### src/rtl/ps2_host_tx.sv
// PS/2 host-to-device command transmitter: request-to-send, frame shifting on device
// clock falls, line-ack check and timeout. Optional line glitch filter: PS2_GLITCH_FILTER_EN.
module ps2_host_tx #(
  parameter int INHIBIT_CYCLES = 6000,
  parameter int TIMEOUT_CYCLES = 1000000
`ifdef PS2_GLITCH_FILTER_EN
  ,
  parameter int FILTER_CYCLES  = 8
`endif
) (
  input  logic       CLOCK_50,
  input  logic       reset,
  input  logic [7:0] cmd_data,
  input  logic       cmd_valid,
  output logic       cmd_ready,
  input  logic       ps2_clk_in,
  input  logic       ps2_dat_in,
  output logic       ps2_clk_drive_low,
  output logic       ps2_dat_drive_low,
  output logic       busy,
  output logic       done,
  output logic       ack_ok,
  output logic [1:0] error_code
);

  // state    | meaning
  // IDLE     | lines released, ready for a command
  // INHIBIT  | clock held low for INHIBIT_CYCLES
  // REQ      | clock and data low (start bit), one cycle
  // SHIFT    | drive frame bits on device clock falls 1..10
  // WAIT_ACK | sample device ack on fall 11
  // RELEASE  | wait for both lines idle-high
  // DONE     | one-cycle completion pulse
  typedef enum logic [2:0] {
    S_IDLE, S_INHIBIT, S_REQ, S_SHIFT, S_WAIT_ACK, S_RELEASE, S_DONE
  } state_t;

  localparam int INH_W = $clog2(INHIBIT_CYCLES + 1);
  localparam int TMO_W = $clog2(TIMEOUT_CYCLES + 1);

  localparam logic [1:0] ERR_NONE    = 2'd0;
  localparam logic [1:0] ERR_TIMEOUT = 2'd1;
  localparam logic [1:0] ERR_NO_ACK  = 2'd2;

  state_t             state_q, state_d;
  logic [9:0]         frame_q, frame_d;
  logic [3:0]         bit_cnt_q, bit_cnt_d;
  logic [INH_W-1:0]   inh_cnt_q, inh_cnt_d;
  logic [TMO_W-1:0]   tmo_cnt_q, tmo_cnt_d;
  logic               dat_low_q, dat_low_d;
  logic               ack_ok_q, ack_ok_d;
  logic [1:0]         err_q, err_d;

  logic clk_meta_q, clk_sync_q, dat_meta_q, dat_sync_q;
  logic clk_prev_q, fall_q;
  logic clk_use, dat_use;
  logic in_timed, tmo_hit;

  // Synchronizer and edge history reset to the idle-high line level.
  always_ff @(posedge CLOCK_50) begin
    if (reset) begin
      clk_meta_q <= 1'b1;
      clk_sync_q <= 1'b1;
      dat_meta_q <= 1'b1;
      dat_sync_q <= 1'b1;
      clk_prev_q <= 1'b1;
      fall_q     <= 1'b0;
    end else begin
      clk_meta_q <= ps2_clk_in;
      clk_sync_q <= clk_meta_q;
      dat_meta_q <= ps2_dat_in;
      dat_sync_q <= dat_meta_q;
      clk_prev_q <= clk_use;
      fall_q     <= clk_prev_q & ~clk_use;
    end
  end

`ifdef PS2_GLITCH_FILTER_EN
  localparam int FLT_W = $clog2(FILTER_CYCLES + 1);

  logic [FLT_W-1:0] clk_flt_cnt_q, dat_flt_cnt_q;
  logic             clk_flt_q, dat_flt_q;

  // Output follows the input only after FILTER_CYCLES consecutive differing samples.
  always_ff @(posedge CLOCK_50) begin
    if (reset) begin
      clk_flt_q     <= 1'b1;
      dat_flt_q     <= 1'b1;
      clk_flt_cnt_q <= '0;
      dat_flt_cnt_q <= '0;
    end else begin
      if (clk_sync_q == clk_flt_q) begin
        clk_flt_cnt_q <= '0;
      end else if (clk_flt_cnt_q == FLT_W'(FILTER_CYCLES - 1)) begin
        clk_flt_q     <= clk_sync_q;
        clk_flt_cnt_q <= '0;
      end else begin
        clk_flt_cnt_q <= clk_flt_cnt_q + 1'b1;
      end
      if (dat_sync_q == dat_flt_q) begin
        dat_flt_cnt_q <= '0;
      end else if (dat_flt_cnt_q == FLT_W'(FILTER_CYCLES - 1)) begin
        dat_flt_q     <= dat_sync_q;
        dat_flt_cnt_q <= '0;
      end else begin
        dat_flt_cnt_q <= dat_flt_cnt_q + 1'b1;
      end
    end
  end

  assign clk_use = clk_flt_q;
  assign dat_use = dat_flt_q;
`else
  assign clk_use = clk_sync_q;
  assign dat_use = dat_sync_q;
`endif

  always_ff @(posedge CLOCK_50) begin
    if (reset) begin
      state_q   <= S_IDLE;
      frame_q   <= '0;
      bit_cnt_q <= '0;
      inh_cnt_q <= '0;
      tmo_cnt_q <= '0;
      dat_low_q <= 1'b0;
      ack_ok_q  <= 1'b0;
      err_q     <= ERR_NONE;
    end else begin
      state_q   <= state_d;
      frame_q   <= frame_d;
      bit_cnt_q <= bit_cnt_d;
      inh_cnt_q <= inh_cnt_d;
      tmo_cnt_q <= tmo_cnt_d;
      dat_low_q <= dat_low_d;
      ack_ok_q  <= ack_ok_d;
      err_q     <= err_d;
    end
  end

  assign in_timed = (state_q == S_SHIFT) || (state_q == S_WAIT_ACK) || (state_q == S_RELEASE);
  assign tmo_hit  = in_timed && (tmo_cnt_q == '0);

  always_comb begin
    state_d   = state_q;
    frame_d   = frame_q;
    bit_cnt_d = bit_cnt_q;
    inh_cnt_d = inh_cnt_q;
    tmo_cnt_d = tmo_cnt_q;
    dat_low_d = dat_low_q;
    ack_ok_d  = ack_ok_q;
    err_d     = err_q;

    if (in_timed) begin
      tmo_cnt_d = tmo_cnt_q - 1'b1;
    end

    unique case (state_q)
      S_IDLE: begin
        dat_low_d = 1'b0;
        if (cmd_valid) begin
          frame_d   = {1'b1, ~^cmd_data, cmd_data};
          bit_cnt_d = '0;
          inh_cnt_d = INH_W'(INHIBIT_CYCLES - 1);
          ack_ok_d  = 1'b0;
          err_d     = ERR_NONE;
          state_d   = S_INHIBIT;
        end
      end
      S_INHIBIT: begin
        if (inh_cnt_q == '0) begin
          dat_low_d = 1'b1;
          state_d   = S_REQ;
        end else begin
          inh_cnt_d = inh_cnt_q - 1'b1;
        end
      end
      S_REQ: begin
        tmo_cnt_d = TMO_W'(TIMEOUT_CYCLES - 1);
        state_d   = S_SHIFT;
      end
      S_SHIFT: begin
        if (fall_q) begin
          dat_low_d = ~frame_q[0];
          frame_d   = {1'b0, frame_q[9:1]};
          bit_cnt_d = bit_cnt_q + 1'b1;
          if (bit_cnt_q == 4'd9) begin
            state_d = S_WAIT_ACK;
          end
        end
      end
      S_WAIT_ACK: begin
        dat_low_d = 1'b0;
        if (fall_q) begin
          bit_cnt_d = bit_cnt_q + 1'b1;
          if (!dat_use) begin
            ack_ok_d = 1'b1;
          end else begin
            err_d = ERR_NO_ACK;
          end
          state_d = S_RELEASE;
        end
      end
      S_RELEASE: begin
        dat_low_d = 1'b0;
        if (clk_use && dat_use) begin
          state_d = S_DONE;
        end
      end
      S_DONE: begin
        state_d = S_IDLE;
      end
      default: begin
        dat_low_d = 1'b0;
        state_d   = S_IDLE;
      end
    endcase

    // Timeout wins over any edge seen in the same cycle.
    if (tmo_hit) begin
      dat_low_d = 1'b0;
      ack_ok_d  = 1'b0;
      err_d     = ERR_TIMEOUT;
      bit_cnt_d = bit_cnt_q;
      frame_d   = frame_q;
      state_d   = S_DONE;
    end
  end

  assign cmd_ready         = (state_q == S_IDLE);
  assign busy              = (state_q != S_IDLE);
  assign done              = (state_q == S_DONE);
  assign ps2_clk_drive_low = (state_q == S_INHIBIT) || (state_q == S_REQ);
  assign ps2_dat_drive_low = dat_low_q;
  assign ack_ok            = ack_ok_q;
  assign error_code        = err_q;

endmodule
### config.mk
export PLATFORM = sky130hd
export DESIGN_NAME = ps2_host_tx
export DESIGN_NICKNAME = d
export VERILOG_FILES = /design/src/rtl/ps2_host_tx.sv
export SDC_FILE = /design/constraint.sdc
export NUM_CORES = 1
export LEC_CHECK = 0
export ABC_AREA = 1
export ABC_CLOCK_PERIOD_IN_PS = 2950
export BUFFER_PORTS_ARGS = -buffer_cell sky130_fd_sc_hd__buf_2
export CAP_MARGIN = 0
export CORE_UTILIZATION = 45
export CTS_CLUSTER_SIZE = 25
export DETAILED_ROUTE_END_ITERATION = 7
export RECOVER_POWER = 25
export SLEW_MARGIN = 30
export SYNTH_ARGS = -nofsm -noshare
export SYNTH_HDL_FRONTEND = slang
export SYNTH_SLANG_ARGS = --single-unit
export TNS_END_PERCENT = 100
### constraint.sdc
create_clock -name CLOCK_50 -period 2.95 [get_ports CLOCK_50]
set_input_delay 0 -clock CLOCK_50 [delete_from_list [all_inputs] [get_ports CLOCK_50]]
set_output_delay 0 -clock CLOCK_50 [all_outputs]
set_load 0.02 [all_outputs]
==> results of run 1 <==
## critical path: stages, from the launching register on
cell and delay [ns]:
dfxtp_1 0.38, nor2_1 0.31, nand3b_1 0.23, nand3_1 0.12
inv_1 0.04, nand2_1 0.35, inv_1 0.31, o22ai_1 0.19
nor2_1 0.05
## sequential cells by signal (all words and copies together), names as in the netlist
name               cells
clk_sync_q             1
dat_meta_q             1
bit_cnt_q              4
state_q                3
tmo_cnt_q             20
frame_q               10
error_code             2
ack_ok                 1
inh_cnt_q             13
fall_q                 1
clk_meta_q             1
ps2_dat_drive_low      1
clk_prev_q             1
dat_sync_q             1
## cell usage after synthesis (all sizes together), types with 2 or more instances
cell    instances  area share (%)
ha              5             1.8
a21oi          28             3.9
nor3            4            0.56
buf             9             2.0
and2            2            0.35
nand3          40             6.5
nor2           98              11
nand4           6             1.5
xor2            5             1.2
xnor2           3            0.74
dfxtp          60              34
or2             7             1.2
o21ai          27             3.8
inv            75             7.9
nand3b          7             1.5
clkbuf          4            0.53
nand2         173              19
## cells by family after synthesis
group | after synthesis
compound gates | 62
xor+xnor | 8
fa+ha+maj | 5
buf+inv | 89
flops | 60
simple gates | 338
## per-stage QoR
step	instances	cell area [um2]	setup WS, ns	total power [mW]	hold WS [ns]
floorplan	562	3550	1.40	3.58	0.104
global placement	674	3710	0.978	4.02	0.182
detailed placement	674	3710	0.882	4.05	0.189
CTS	692	3950	0.865	4.90	0.0136
global route	692	3930	0.483	5.36	0.0395
finish	692	3930	0.809	4.83	0.0315
## worst paths after layout
kind               start           end  slack [ns]
max           state_q[0]  inh_cnt_q[1]        0.81
min reg2reg   dat_meta_q    dat_sync_q        0.42
min          cmd_data[1]    frame_q[1]        0.03
max reg2reg   state_q[0]  inh_cnt_q[1]        0.81
## power by group
part | internal, mW | leakage (nW) | switching (mW)
logic | 0.882 | 1.40 | 1.76
registers | 1.12 | 0.494 | 0.246
clock network | 0.495 | 0.113 | 0.329
## layout make-up
| cell class | count | area share, % |
|---|---|---|
| clock buffer | 11 | 3.60 |
| clock inverter | 5 | 1.91 |
| inverter | 76 | 7.27 |
| multi-input combinational | 413 | 50.0 |
| sequential | 60 | 30.6 |
| tap | 102 | 3.25 |
| timing repair buffer | 25 | 3.41 |
## metal layers
metal,GRT usage [%],part of all wire [%],up-vias
li1,-,-,1794
met1,27.3,49,1495
met2,34.5,45,56
met3,4.71,4.0,8
met4,7.41,1.5,0
met5,0,0,-
==> impl_metrics.toml, run 1 <==
[final_layout]
multiInputGateArea_mm2 = 0.00196
area.sequential_mm2 = 0.00120
nNetsFinal = 603
diodes = 0
layout_commonest_cell = "nand2_1"
fillers = 815
drive_gt1_share_pct = 10.0
syn_to_final_growth_pct = 10.5
postLayoutCoreUtil_pct = 51.1
most-common-layout-cells = "nand2_1, nor2_1, inv_1, dfxtp_1, nand3_1"

[worst_setup_path]
cp-end-kind = "flop"
start_kind = "flop"
cp.required_ns = 3.14
reg2reg_depth = 8
cp.arrival_ns = 2.33
cp_max_fo = 13
crit_type = "flop to flop"

[logic_synthesis]
yosys.area_share.simple_pct = 42.3
synth_compound_area_share_pct = 9.51
syn-cell-area_mm2 = 0.00355
synth_nets = 580
syn_area_per_cell_um2 = 6.32
synth_edf_count = 0
synthFlopType = "dfxtp_1"
ys_warn_count = 0
muxShareOfSynthArea_pct = 0
ys_ff_latch = 60
syn-instance-count = 562
synth_xor_area_share_pct = 1.97
synth_top_family_by_area = "simple AND/OR/NAND/NOR gates"
async_flop_share_pct = 0
seq_area_frac_synth_pct = 33.8
synthAdderAreaFrac_pct = 1.76
ys_types = 39

[cts]
cts_hold_buf = 2
cts-htree-levels = 3
clk_latency_ns = 0.34
cts.sinks = 60
cts_root_buffer = "clkbuf_8"
cts.repair.resized = 0
clock_path_buffers = 2
clk_pin_slew_ns = 0.07
cts_buffers = 9
post_cts_buffers = 0
cts_tree = "built"

[timing]
min_period_over_period_pct = 72.6
relSlewSlack_pct = 24.8
hold_viol_final = 0
finClkSkew_ns = 0.00899
rsz0062_at_grt = "false"
setup_viol = 0
setup_tns_ns = 0
min_period_ns = 2.14
tightest_slew_ns = 1.13
drv_slew = 0
max_clock_freq_ghz = 0.467

[outcome]
status = "complete, no violations"

[global_route]
grt_max_degree = 24
grt_overflow = 0
grt_pass1_vias = 3106
antenna_found_initial = 0
grt_first_pass_wirelength_mm = 14.0
track_usage_pct = 21.1

[worst_hold_path]
worstHoldPathType = "input pin to flop"
hold_path_depth = 5

[place]
gp_congestion = 0.820
hpwl_mm = 5.75
port_buffers = 20

[power]
p_leak_nw = 2.01
p_per_area_mw_per_mm2 = 1230
vdd_drop_max_mv = 0.622

[floorplan]
rows = 32
die-height_um = 90.8
start_util_pct = 46.2
ios = 21
die_w_um = 90.8
core_mm2 = 0.00769
dieArea_mm2 = 0.00825

[routing]
viasPerCell = 4.85
dr.first_iter.drc_count = 252
wirelength_mm = 7.89
drcViolationCount = 0
ant_nets = 0
first_pass_iters = 5
via_count = 3353
route.detailed.wl_per_inst_um = 11.4

[flow_run]
maxCapViolCount = 0
(Power assumes the default switching activity.)
==> inputs of run 2 (changes only) <==
ABC_CLOCK_PERIOD_IN_PS = 2100   (was 2950)
clock period = 2.1 ns   (was 2.95 ns; I/O delays follow)
==> run 2 against run 1 <==
- sequential power up 40%
- non-clock buffer count grew 6
- setup slack lost 0.58 ns
- combinational power rose by 44%
- global-route usage fell by 0.82 points
- cell count up 0.58%
- final area is 0.22% higher
- largest cell class unchanged
- flip-flop and latch count unchanged
- power is 38% higher
- hold slack gained 0.011 ns
- sequential share of layout area down 0.068 points
==> impl_metrics.toml, run 2 (synthesis results as in run 1) <==
[timing]
finClkSkew_ns = 0.0103
tightest_slew_ns = 0.409
hold_viol_final = 0
setup_viol = 0
rsz0062_at_grt = "false"
max_clock_freq_ghz = 0.534
min_period_over_period_pct = 89.1
setup_tns_ns = 0
drv_slew = 0
min_period_ns = 1.87
relSlewSlack_pct = 72.7

[global_route]
track_usage_pct = 20.3
grt_first_pass_wirelength_mm = 13.5
antenna_found_initial = 0
grt_max_degree = 23
grt_overflow = 0
grt_pass1_vias = 3004

[routing]
via_count = 3399
first_pass_iters = 5
ant_nets = 0
viasPerCell = 4.88
wirelength_mm = 8.00
drcViolationCount = 0
dr.first_iter.drc_count = 163
route.detailed.wl_per_inst_um = 11.5

[power]
vdd_drop_max_mv = 0.724
p_leak_nw = 2.03
p_per_area_mw_per_mm2 = 1700

[cts]
cts_buffers = 9
clock_path_buffers = 2
cts.repair.resized = 0
cts-htree-levels = 3
post_cts_buffers = 0
cts_tree = "built"
cts.sinks = 60
clk_latency_ns = 0.34
cts_root_buffer = "clkbuf_8"
clk_pin_slew_ns = 0.07

[final_layout]
drive_gt1_share_pct = 11.3
fillers = 802
largest_reg_flops = 20
most-common-layout-cells = "nand2_1, nor2_1, inv_1, dfxtp_1, nand3_1"
nNetsFinal = 609
postLayoutCoreUtil_pct = 51.2
syn_to_final_growth_pct = 10.8
top_register = "tmo_cnt_q"
reg.largest.list = "tmo_cnt_q (20), inh_cnt_q (13), frame_q (10)"
layout_commonest_cell = "nand2_1"
diodes = 0

[worst_setup_path]
reg2reg_slack_ns = 0.26
crit_type = "flop to primary output"
cp_num_buf_inv = 3
crit_chain = "nand2_1 -> nor2_1 -> inv_1 -> buf_4 -> nand2_1 -> buf_2"
cp_max_fo = 9
start_kind = "flop"
cp-end-kind = "primary output"
slowest_stage = "dfxtp_1"
r2r_end = "frame_q[0]"
crit_path_end = "ps2_clk_drive_low"
crit_path_start = "state_q[1]"
reg2reg_from = "state_q[0]"
path_common_cell = "nand2_1"
cp.arrival_ns = 1.87
max_stage_delay_ns = 0.42
reg2reg_depth = 8
worstSetupPathDepth = 6
cp.required_ns = 2.10
cp_top_family = "buffers and inverters"

[flow_run]
maxCapViolCount = 0

[floorplan]
ios = 21
core_mm2 = 0.00769
start_util_pct = 46.2
dieArea_mm2 = 0.00825
rows = 32
die-height_um = 90.8
die_w_um = 90.8

[outcome]
status = "complete, no violations"

[place]
port_buffers = 20
hpwl_mm = 5.92
gp_congestion = 0.838

[worst_hold_path]
worstHoldPathType = "input pin to flop"
[run 2: cell types whose count changed in the layout (fill, tap and decap cells not counted)]
cell and change:
bufinv_16 -2, nand2_2 +1, nand2_1 -1, buf_4 +6, clkinv_2 -1, clkbuf_1 -3, clkbuf_8 +2, buf_2 +2
[run 2: worst min path at each step]
stage	end	start	slack, ns	cells past startpoint
4_1_cts	frame_q[0]	cmd_data[0]	0.02	5
6_report	frame_q[0]	cmd_data[0]	0.04	5
3_5_place_dp	dat_meta_q	ps2_dat_in	0.19	2
2_1_floorplan	clk_meta_q	ps2_clk_in	0.10	1
3_3_place_gp	dat_meta_q	ps2_dat_in	0.18	2
5_1_grt	frame_q[9]	cmd_valid	0.05	3
[run 2: layout make-up]
cell class                 instances  area [um2]  area share (%)
multi-input combinational        413        1960            49.9
tap                              102         128            3.24
sequential                        60        1200            30.5
timing repair buffer              31         181            4.61
inverter                          76         285            7.25
clock buffer                      12         165            4.20
clock inverter                     2        10.0           0.254
[run 2: power breakdown]
group | switching (mW) | internal [mW] | leakage (nW)
Sequential | 0.344 | 1.57 | 0.494
Clock | 0.449 | 0.508 | 0.0941
Combinational | 2.51 | 1.30 | 1.44
Total | 3.30 | 3.38 | 2.03
[run 2: layer usage]
layer / global-route usage [%] / wire length, um / up-vias
li1: - / - / 1808
met2: 33.3 / 3690 / 65
met1: 26.6 / 3870 / 1515
met5: 0 / 0 / -
met4: 7.67 / 89 / 0
met3: 3.37 / 357 / 11
[run 2: metrics by stage]
step | power, mW | hold slack [ns] | cell area, um2 | worst slack, ns | instances
4_1_cts | 6.74 | 0.0245 | 3950 | 0.178 | 696
3_3_place_gp | 5.73 | 0.182 | 3760 | 0.387 | 680
3_5_place_dp | 5.75 | 0.189 | 3760 | 0.381 | 680
2_1_floorplan | 5.02 | 0.104 | 3550 | 0.546 | 562
6_report | 6.68 | 0.0425 | 3940 | 0.229 | 696
5_1_grt | 7.38 | 0.0546 | 3940 | 0.0329 | 696
[run 2: tightest hold or removal path, delay by kind of cell]
kind            cells  cell delay, ns
compound gates      1            0.06
buf+inv             1            0.10
simple gates        3            0.18
[run 2: repair_timing]
item                                   CTS  global route
endpoints found under the hold margin    2             0
hold buffers                             2             0
setup endpoints to repair                0             0
